[config.mk]
export PLATFORM = sky130hd
export DESIGN_NAME = lcd_cmd_sequencer
export DESIGN_NICKNAME = d
export VERILOG_FILES = /design/src/rtl/lcd_pkg.sv /design/src/rtl/lcd_cmd_fifo.sv /design/src/rtl/lcd_cmd_sequencer.sv
export SDC_FILE = /design/constraint.sdc
export NUM_CORES = 1
export LEC_CHECK = 0
export CAP_MARGIN = 30
export CORE_ASPECT_RATIO = 1.2
export CORE_UTILIZATION = 37
export DETAILED_ROUTE_END_ITERATION = 8
export GPL_ROUTABILITY_DRIVEN = 0
export HOLD_SLACK_MARGIN = 0.08
export SLEW_MARGIN = 20
export SYNTH_ARGS = -nofsm -noshare
export SYNTH_HDL_FRONTEND = slang
export SYNTH_SLANG_ARGS = --single-unit
[constraint.sdc]
create_clock -name clk -period 7.4 [get_ports clk]
set_clock_uncertainty 0.1 [all_clocks]
set_input_delay 2.22 -clock clk [delete_from_list [all_inputs] [get_ports clk]]
set_output_delay 2.22 -clock clk [all_outputs]
set_load 0.05 [all_outputs]
[src/rtl/lcd_pkg.sv]
`default_nettype none
// ============================================================================
// Package : lcd_pkg
// Command encodings and sequencer state type shared by the LCD command path.
// Rev     : 1.0
// ============================================================================
package lcd_pkg;

    localparam int c_CMD_W = 4;

    typedef enum logic [3:0] {
        CMD_WRITE   = 4'h0,
        CMD_S_UP    = 4'h1,
        CMD_S_DOWN  = 4'h2,
        CMD_S_LEFT  = 4'h3,
        CMD_S_RIGHT = 4'h4,
        CMD_MAX     = 4'h5,
        CMD_MIN     = 4'h6,
        CMD_AVE     = 4'h7,
        CMD_C_ROT   = 4'h8,
        CMD_ROT     = 4'h9,
        CMD_M_X     = 4'hA,
        CMD_M_Y     = 4'hB
    } lcd_cmd_e;

    typedef enum logic [2:0] {
        ST_IDLE       = 3'd0,
        ST_WAIT_READY = 3'd1,
        ST_ISSUE      = 3'd2,
        ST_WAIT_ACK   = 3'd3,
        ST_WAIT_DONE  = 3'd4,
        ST_FINISHED   = 3'd5
    } seq_state_e;

endpackage
`default_nettype wire

[src/rtl/lcd_cmd_fifo.sv]
`default_nettype none
// ============================================================================
// Module : lcd_cmd_fifo
// Circular command FIFO with registered full/empty/count flags.
// Rev    : 1.0
// ============================================================================
module lcd_cmd_fifo
    import lcd_pkg::*;
#(
    parameter int DEPTH = 16,
    parameter int AW    = 4,
    parameter int DW    = c_CMD_W
) (
    input  logic          clk,
    input  logic          reset,
    input  logic          push,
    input  logic          pop,
    input  logic [DW-1:0] din,
    output logic [DW-1:0] dout,
    output logic          full,
    output logic          empty,
    output logic [AW:0]   count
);

    localparam logic [AW:0] c_FULL = (AW+1)'(DEPTH);

    logic [DW-1:0] r_mem [DEPTH];
    logic [AW:0]   r_wptr;
    logic [AW:0]   r_rptr;
    logic          w_rd;
    logic          w_wr;
    logic [AW:0]   w_wptr_nxt;
    logic [AW:0]   w_rptr_nxt;
    logic [AW:0]   w_cnt_nxt;

    // A simultaneous pop frees the slot, so a push into a full FIFO still lands.
    assign w_rd       = pop & ~empty;
    assign w_wr       = push & (~full | w_rd);
    assign w_wptr_nxt = r_wptr + {{AW{1'b0}}, w_wr};
    assign w_rptr_nxt = r_rptr + {{AW{1'b0}}, w_rd};
    assign w_cnt_nxt  = w_wptr_nxt - w_rptr_nxt;
    assign dout       = r_mem[r_rptr[AW-1:0]];

    always_ff @(posedge clk or negedge reset) begin
        if (!reset) begin
            r_wptr <= '0;
            r_rptr <= '0;
            count  <= '0;
            full   <= 1'b0;
            empty  <= 1'b1;
        end else begin
            r_wptr <= w_wptr_nxt;
            r_rptr <= w_rptr_nxt;
            count  <= w_cnt_nxt;
            full   <= (w_cnt_nxt == c_FULL);
            empty  <= (w_cnt_nxt == '0);
        end
    end

    always_ff @(posedge clk) begin
        if (w_wr) begin
            r_mem[r_wptr[AW-1:0]] <= din;
        end
    end

endmodule
`default_nettype wire

[src/rtl/lcd_cmd_sequencer.sv]
`default_nettype none
// ============================================================================
// Module : lcd_cmd_sequencer
// Queues host commands and issues them to the LCD controller one per window.
// Rev    : 1.0
// ============================================================================
module lcd_cmd_sequencer
    import lcd_pkg::*;
#(
    parameter int DEPTH       = 16,
    parameter int AW          = 4,
    parameter int ACK_TIMEOUT = 8
) (
    input  logic          clk,
    input  logic          reset,
    input  logic [3:0]    host_cmd,
    input  logic          host_push,
    output logic          host_full,
    output logic [AW:0]   host_count,
    input  logic          busy,
    input  logic          done,
    output logic [3:0]    cmd,
    output logic          cmd_valid,
    output logic          seq_idle,
    output logic [7:0]    issued_cnt,
    output logic          err_overflow,
    output logic          err_timeout
);

    localparam int              c_TW       = $clog2(ACK_TIMEOUT + 1);
    localparam logic [c_TW-1:0] c_TMO_LAST = c_TW'(ACK_TIMEOUT - 1);

    seq_state_e      r_state;
    logic [c_TW-1:0] r_tmo;
    logic            r_is_write;
    logic            w_empty;
    logic [3:0]      w_head;
    logic            w_pop;
    logic            w_drop;

    assign w_pop  = (r_state == ST_WAIT_READY) & ~busy & ~w_empty;
    assign w_drop = host_push & host_full & ~w_pop;

    lcd_cmd_fifo #(
        .DEPTH (DEPTH),
        .AW    (AW),
        .DW    (c_CMD_W)
    ) u_fifo (
        .clk   (clk),
        .reset (reset),
        .push  (host_push),
        .pop   (w_pop),
        .din   (host_cmd),
        .dout  (w_head),
        .full  (host_full),
        .empty (w_empty),
        .count (host_count)
    );

    always_ff @(posedge clk or negedge reset) begin
        if (!reset) begin
            r_state      <= ST_IDLE;
            r_tmo        <= '0;
            r_is_write   <= 1'b0;
            cmd          <= 4'h0;
            cmd_valid    <= 1'b0;
            seq_idle     <= 1'b1;
            issued_cnt   <= 8'd0;
            err_overflow <= 1'b0;
            err_timeout  <= 1'b0;
        end else begin
            cmd_valid <= 1'b0;
            cmd       <= 4'h0;
            if (w_drop) begin
                err_overflow <= 1'b1;
            end
            case (r_state)
                ST_IDLE: begin
                    r_state  <= ST_WAIT_READY;
                    seq_idle <= 1'b0;
                end
                ST_WAIT_READY: begin
                    if (w_pop) begin
                        r_state    <= ST_ISSUE;
                        cmd_valid  <= 1'b1;
                        cmd        <= w_head;
                        r_is_write <= (w_head == CMD_WRITE);
                    end
                end
                ST_ISSUE: begin
                    r_state <= ST_WAIT_ACK;
                    r_tmo   <= '0;
                    if (issued_cnt != 8'hFF) begin
                        issued_cnt <= issued_cnt + 8'd1;
                    end
                end
                ST_WAIT_ACK: begin
                    // A command that never gets acknowledged is dropped, not retried.
                    if (busy) begin
                        r_state <= r_is_write ? ST_WAIT_DONE : ST_WAIT_READY;
                    end else if (r_tmo == c_TMO_LAST) begin
                        err_timeout <= 1'b1;
                        r_state     <= ST_WAIT_READY;
                    end else begin
                        r_tmo <= r_tmo + c_TW'(1);
                    end
                end
                ST_WAIT_DONE: begin
                    if (done) begin
                        r_state  <= ST_FINISHED;
                        seq_idle <= 1'b1;
                    end
                end
                ST_FINISHED: begin
                    r_state <= ST_FINISHED;
                end
                default: begin
                    r_state <= ST_IDLE;
                end
            endcase
        end
    end

endmodule
`default_nettype wire

* Yosys cells after proc, flatten, opt, wreduce, memory -nomap -nowiden
Memories as Yosys holds them, arrays and structs flattened. Index checks and enable logic that the tools add are counted.
Storage, ports and cells: bits in writable memories 64, bits in registers 41, input bits 9, memories 1, output and inout port bits 22, word-level logic and storage cells 72
Cells by class: multiplexer cells 17, bitwise gates (word level) 11, equality and inequality tests 13, reductions and logical operators 11, $add $sub $neg 5
Memory list:
- u_fifo.r_mem | depth 16, width 4, rd ports 1, clocked after Yosys merged registers in 0, wr ports 1, line lcd_cmd_fifo.sv:27 | logic [DW-1:0] r_mem [DEPTH];
Operator list (number):
- case mux 3 bit (6 select lines) | 1
- two-way mux 4 bit | 4
- two-way mux 3 bit | 5
- adder 5 x 1 -> 5 bit | 2
- AND reduction 3 bit | 3
- adder 8 x 1 -> 8 bit, second input constant | 1
- != test 8 bit, second input constant | 1
- case mux 4 bit (2 select lines) | 1
- bitwise AND 1 bit | 6
- equality test 3 x 2 -> 1 bit, second input constant | 2
- equality test 3 bit, second input constant | 2
- != test 2 bit, second input constant | 3
- AND reduction 2 bit | 3
- equality test 5 bit, second input constant | 1
- zero test 5 bit | 1
- two-way mux 1 bit | 5
- subtractor 5 bit | 1
- adder 4 x 1 -> 4 bit, second input constant | 1
- equality test 4 x 3 -> 1 bit, second input constant | 1
- zero test 4 bit | 1
- NOT 1 bit | 4
- nonzero test 2 bit | 2
- equality test 3 x 1 -> 1 bit, second input constant | 1
- zero test 3 bit | 1
- 4 further kinds | 4

* Logic depth before layout (Yosys ltp)
depth after elaboration 9, mapped depth 13, mapped depth without buffers 12

* Cells and area by module
Synthesis repeated with hierarchy kept, for this count alone.
Unflattened totals: cell total of the unflattened synthesis 286, area, all modules 4485.6 um^2
By module, submodules not included:
- lcd_cmd_fifo | instances 1, cells each 182, sequential area each 2348.5 um^2, area each 3315.7 um^2
- lcd_cmd_sequencer | instances 1, cells each 104, sequential area each 601.8 um^2, area each 1169.9 um^2

* Least setup slack after synthesis
Ideal clock, no wire load.
kind input port to flip-flop, from input port busy, to register u_fifo.empty, buffers on the path 1, setup slack 2.664 ns, arrival time 4.539 ns, stages on the path 12, data required time 7.203 ns, library setup time 0.097 ns, path through nor4b_2 > nand2b_1 > buf_6 > a21boi_4 > ha_1 > ha_1 > xor2_1 > ha_1 > a21o_1 > a21oi_1 > xor3_1 > nor4_1
On the way: longest elaborated chain between the ends 9, elaborated cells between the ends (all ways) 10, those cells by class add/sub: 3; bitwise: 6; reduce/logical: 1
Ends and longest elaborated chain:
- start: declaration | line lcd_cmd_sequencer.sv:20 | input logic busy,
- NOT 1 bit (no source line)
- bitwise AND 1 bit (2 in series) | line lcd_cmd_sequencer.sv:41 | assign w_pop = (r_state == ST_WAIT_READY) & ~busy & ~w_empty;
- bitwise AND 1 bit | line lcd_cmd_fifo.sv:37 | assign w_rd = pop & ~empty;
- bitwise OR 1 bit | line lcd_cmd_fifo.sv:38 | assign w_wr = push & (~full | w_rd);
- bitwise AND 1 bit | line lcd_cmd_fifo.sv:38
- adder 5 x 1 -> 5 bit | line lcd_cmd_fifo.sv:39 | assign w_wptr_nxt = r_wptr + {{AW{1'b0}}, w_wr};
- via u_fifo.w_wptr_nxt[2] | line lcd_cmd_fifo.sv:32 | logic [AW:0] w_wptr_nxt;
- subtractor 5 bit | line lcd_cmd_fifo.sv:41 | assign w_cnt_nxt = w_wptr_nxt - w_rptr_nxt;
- via u_fifo.w_cnt_nxt[4] | line lcd_cmd_fifo.sv:34 | logic [AW:0] w_cnt_nxt;
- zero test 5 bit | line lcd_cmd_fifo.sv:56 | empty <= (w_cnt_nxt == '0);
- end signal: assignment | line lcd_cmd_fifo.sv:56
- end: declaration | line lcd_cmd_fifo.sv:21 | output logic empty,
The timed path passes the listed nets, and every way through them passes these cells. A chain may end at the register's enable or synchronous reset.

* Worst setup path after layout
Same ends and word-level chain as after synthesis.

==> results.toml <==
[critical_path]
cp.arrival_ns = 5.42
crit_required_ns = 7.54
critical_path_class = "in -> reg"
end_kind = "flop"
worst_setup_path_start_kind = "input pin"
critPathMaxFanout = 8

[yosys]
postSynthAreaPerCell_um2 = 15.5
synth-main-ff-cell = "edfxtp_1"
yosysWarningCount = 0
ys_async_sr_fraction = 0.390
synth_top_area_share = 0.429
synth-edff-count = 64
ys_ff_latch = 105
synth_area_leaders = "edfxtp_1, dfrtp_1, mux4_1, ha_1, xnor2_1"
syn_nets = 308
yosysTopAreaCell = "edfxtp_1"
netlist_area_um2 = 4480
netlist_instances = 288
ys_seq_area_frac = 0.659
synthDistinctLibCells = 50

[clock_network]
cts-resized-gates = 0
cts_buffer_depth = 2
clk-insertion-delay-late_ns = 0.35
cts_hold_buf = 0
clock_sinks = 105
h-tree-depth = 3
clk_pin_slew_ns = 0.07
clock-root-buffer = "clkbuf_16"
cts_buffers = 9
post_cts_buffers = 0
tritoncts = "yes"

[cells_and_area]
most-common-layout-cells = "edfxtp_1, dfrtp_1, clkdlybuf4s50_1"
layout_commonest_cell = "edfxtp_1"
multi_input_area_um2 = 1390
final_cells = 482
seqCellArea_um2 = 2950
diodes = 0
areaGrowthSynthToFinish_pct = 16.2
finalNetCount = 340
drive_above_1_share = 0.108
nFillCells = 1068
fin_util = 0.445

[run_status]
outcome = "completed"

[pwr]
leakagePower_nw = 1.98
total_power_w = 0.00153
max-vdd-ir-drop_v = 0.000167
p_per_area_nw_per_um2 = 294

[route]
routed_wl_mm = 7.96
drc = 0
drt_iter0_markers = 76
drtPass1Iterations = 4
wl_per_cell_um = 16.5
via_count = 2401
via_per_inst = 4.98
ant_nets = 0

[timing]
worst_pin_slew_ns = 0.738
post-route-min-period_ns = 5.27
finalSetupViolCount = 0
finalHoldViolCount = 0
rsz0062_at_grt = "no"
worst_slew_margin_rel = 0.508
holdWs_ns = 0.365
finalSetupTns_ns = 0
timing.final.crit_share = 0.712
slew_viol_final = 0
max_freq_ghz = 0.190

[global_routing]
grt_max_degree = 42
overflow = 0
grt.total_usage = 0.139
grt_pass1_vias = 2397
grt_pass1_wl_mm = 12.7
antenna_found_initial = 0

[die]
core_um2 = 11700
die_h_um = 122
rows = 43
start_util = 0.383
die-width_um = 102
die-area_um2 = 12500
io_pins = 31

[worst_hold_path]
hp-class = "reg -> reg"

[flow_run]
maxCapViolCount = 0

[placement]
placed_cells = 465
post-dp-hpwl_mm = 5.55
io_buffers = 30
[registers in the layout, summed over array words and instances, names as in the netlist, 3 cells and up]
name           cells
cmd                4
issued_cnt         8
r_state            3
r_tmo              4
u_fifo.count       5
u_fifo.r_mem      64
u_fifo.r_rptr      5
u_fifo.r_wptr      5
[final cells by class]
type	count	area share
flip-flops and latches	105	0.567
inverters	12	0.00866
well taps	157	0.0378
repair buffers	32	0.0635
clock inverters	7	0.0115
clock buffers	9	0.0433
multi-input cells	160	0.268
[power breakdown]
part | leakage (nW) | total (W) | switching [W] | internal, W
clock | 0.138 | 0.000456 | 0.000221 | 0.000235
sequential | 1.11 | 0.000741 | 0.0000417 | 0.000699
combinational | 0.732 | 0.000334 | 0.000204 | 0.000130
[cells in the mapped netlist, drive strengths merged, types with 3 or more instances]
master  instances
a21o            4
a21oi           9
a22o            7
and2            3
and3            3
buf             8
clkbuf          3
dfrtp          39
edfxtp         64
ha             10
inv            12
mux2            5
mux2i           5
mux4           12
nand2          11
nand2b          6
nand3          11
nor2           23
nor2b           5
nor3            5
xnor2          10
xor2            5
[path summary, 6_finish.rpt]
kind | startpoint | to | slack, ns | cells past startpoint
setup / recovery | busy | u_fifo.empty | 2.13 | 12
hold / removal | err_timeout | err_timeout | 0.36 | 1
setup reg to reg | r_state[0] | u_fifo.empty | 3.90 | 11
hold reg to reg | err_timeout | err_timeout | 0.36 | 1
max in group asynchronous | reset | seq_idle | 5.04 | 2
min in group asynchronous | reset | u_fifo.count[4] | 1.64 | 1
[layer usage]
layer	up-vias	track usage	routed length [um]	part of all wire
li1	1139	-	-	-
met1	1212	0.173	3460	0.43
met2	40	0.234	4120	0.52
met3	10	0.0319	254	0.032
met4	0	0.0536	121	0.015
met5	-	0	0	0
[worst max-delay path: stages]
cell,delay [ns]
clkdlybuf4s50_1,0.51
nor4b_2,0.29
nand2b_1,0.27
a21boi_4,0.27
ha_1,0.21
ha_1,0.18
xor2_1,0.18
ha_1,0.29
a21o_1,0.17
a21oi_1,0.19
xor3_1,0.37
nor4_1,0.26
[cell families (layout without fill, tap and decap cells)]
| group | after synthesis | in the layout | synth area share |
|---|---|---|---|
| mux | 22 | 22 | 0.0917 |
| buf+inv | 23 | 60 | 0.0296 |
| xor+xnor | 16 | 16 | 0.0347 |
| compound gates | 34 | 34 | 0.0637 |
| simple gates | 77 | 77 | 0.0886 |
| flops | 105 | 105 | 0.659 |
| fa+ha+maj | 11 | 11 | 0.0324 |
[per-stage QoR]
stage	worst slack (ns)	cell area, um2
after global placement	1.87	4880
after detailed placement	1.72	4890
after global routing	1.88	5200
after CTS	2.11	5180
final	2.13	5200
after floorplan	2.66	4480
No activity file was read; power rests on OpenSTA's default activity.
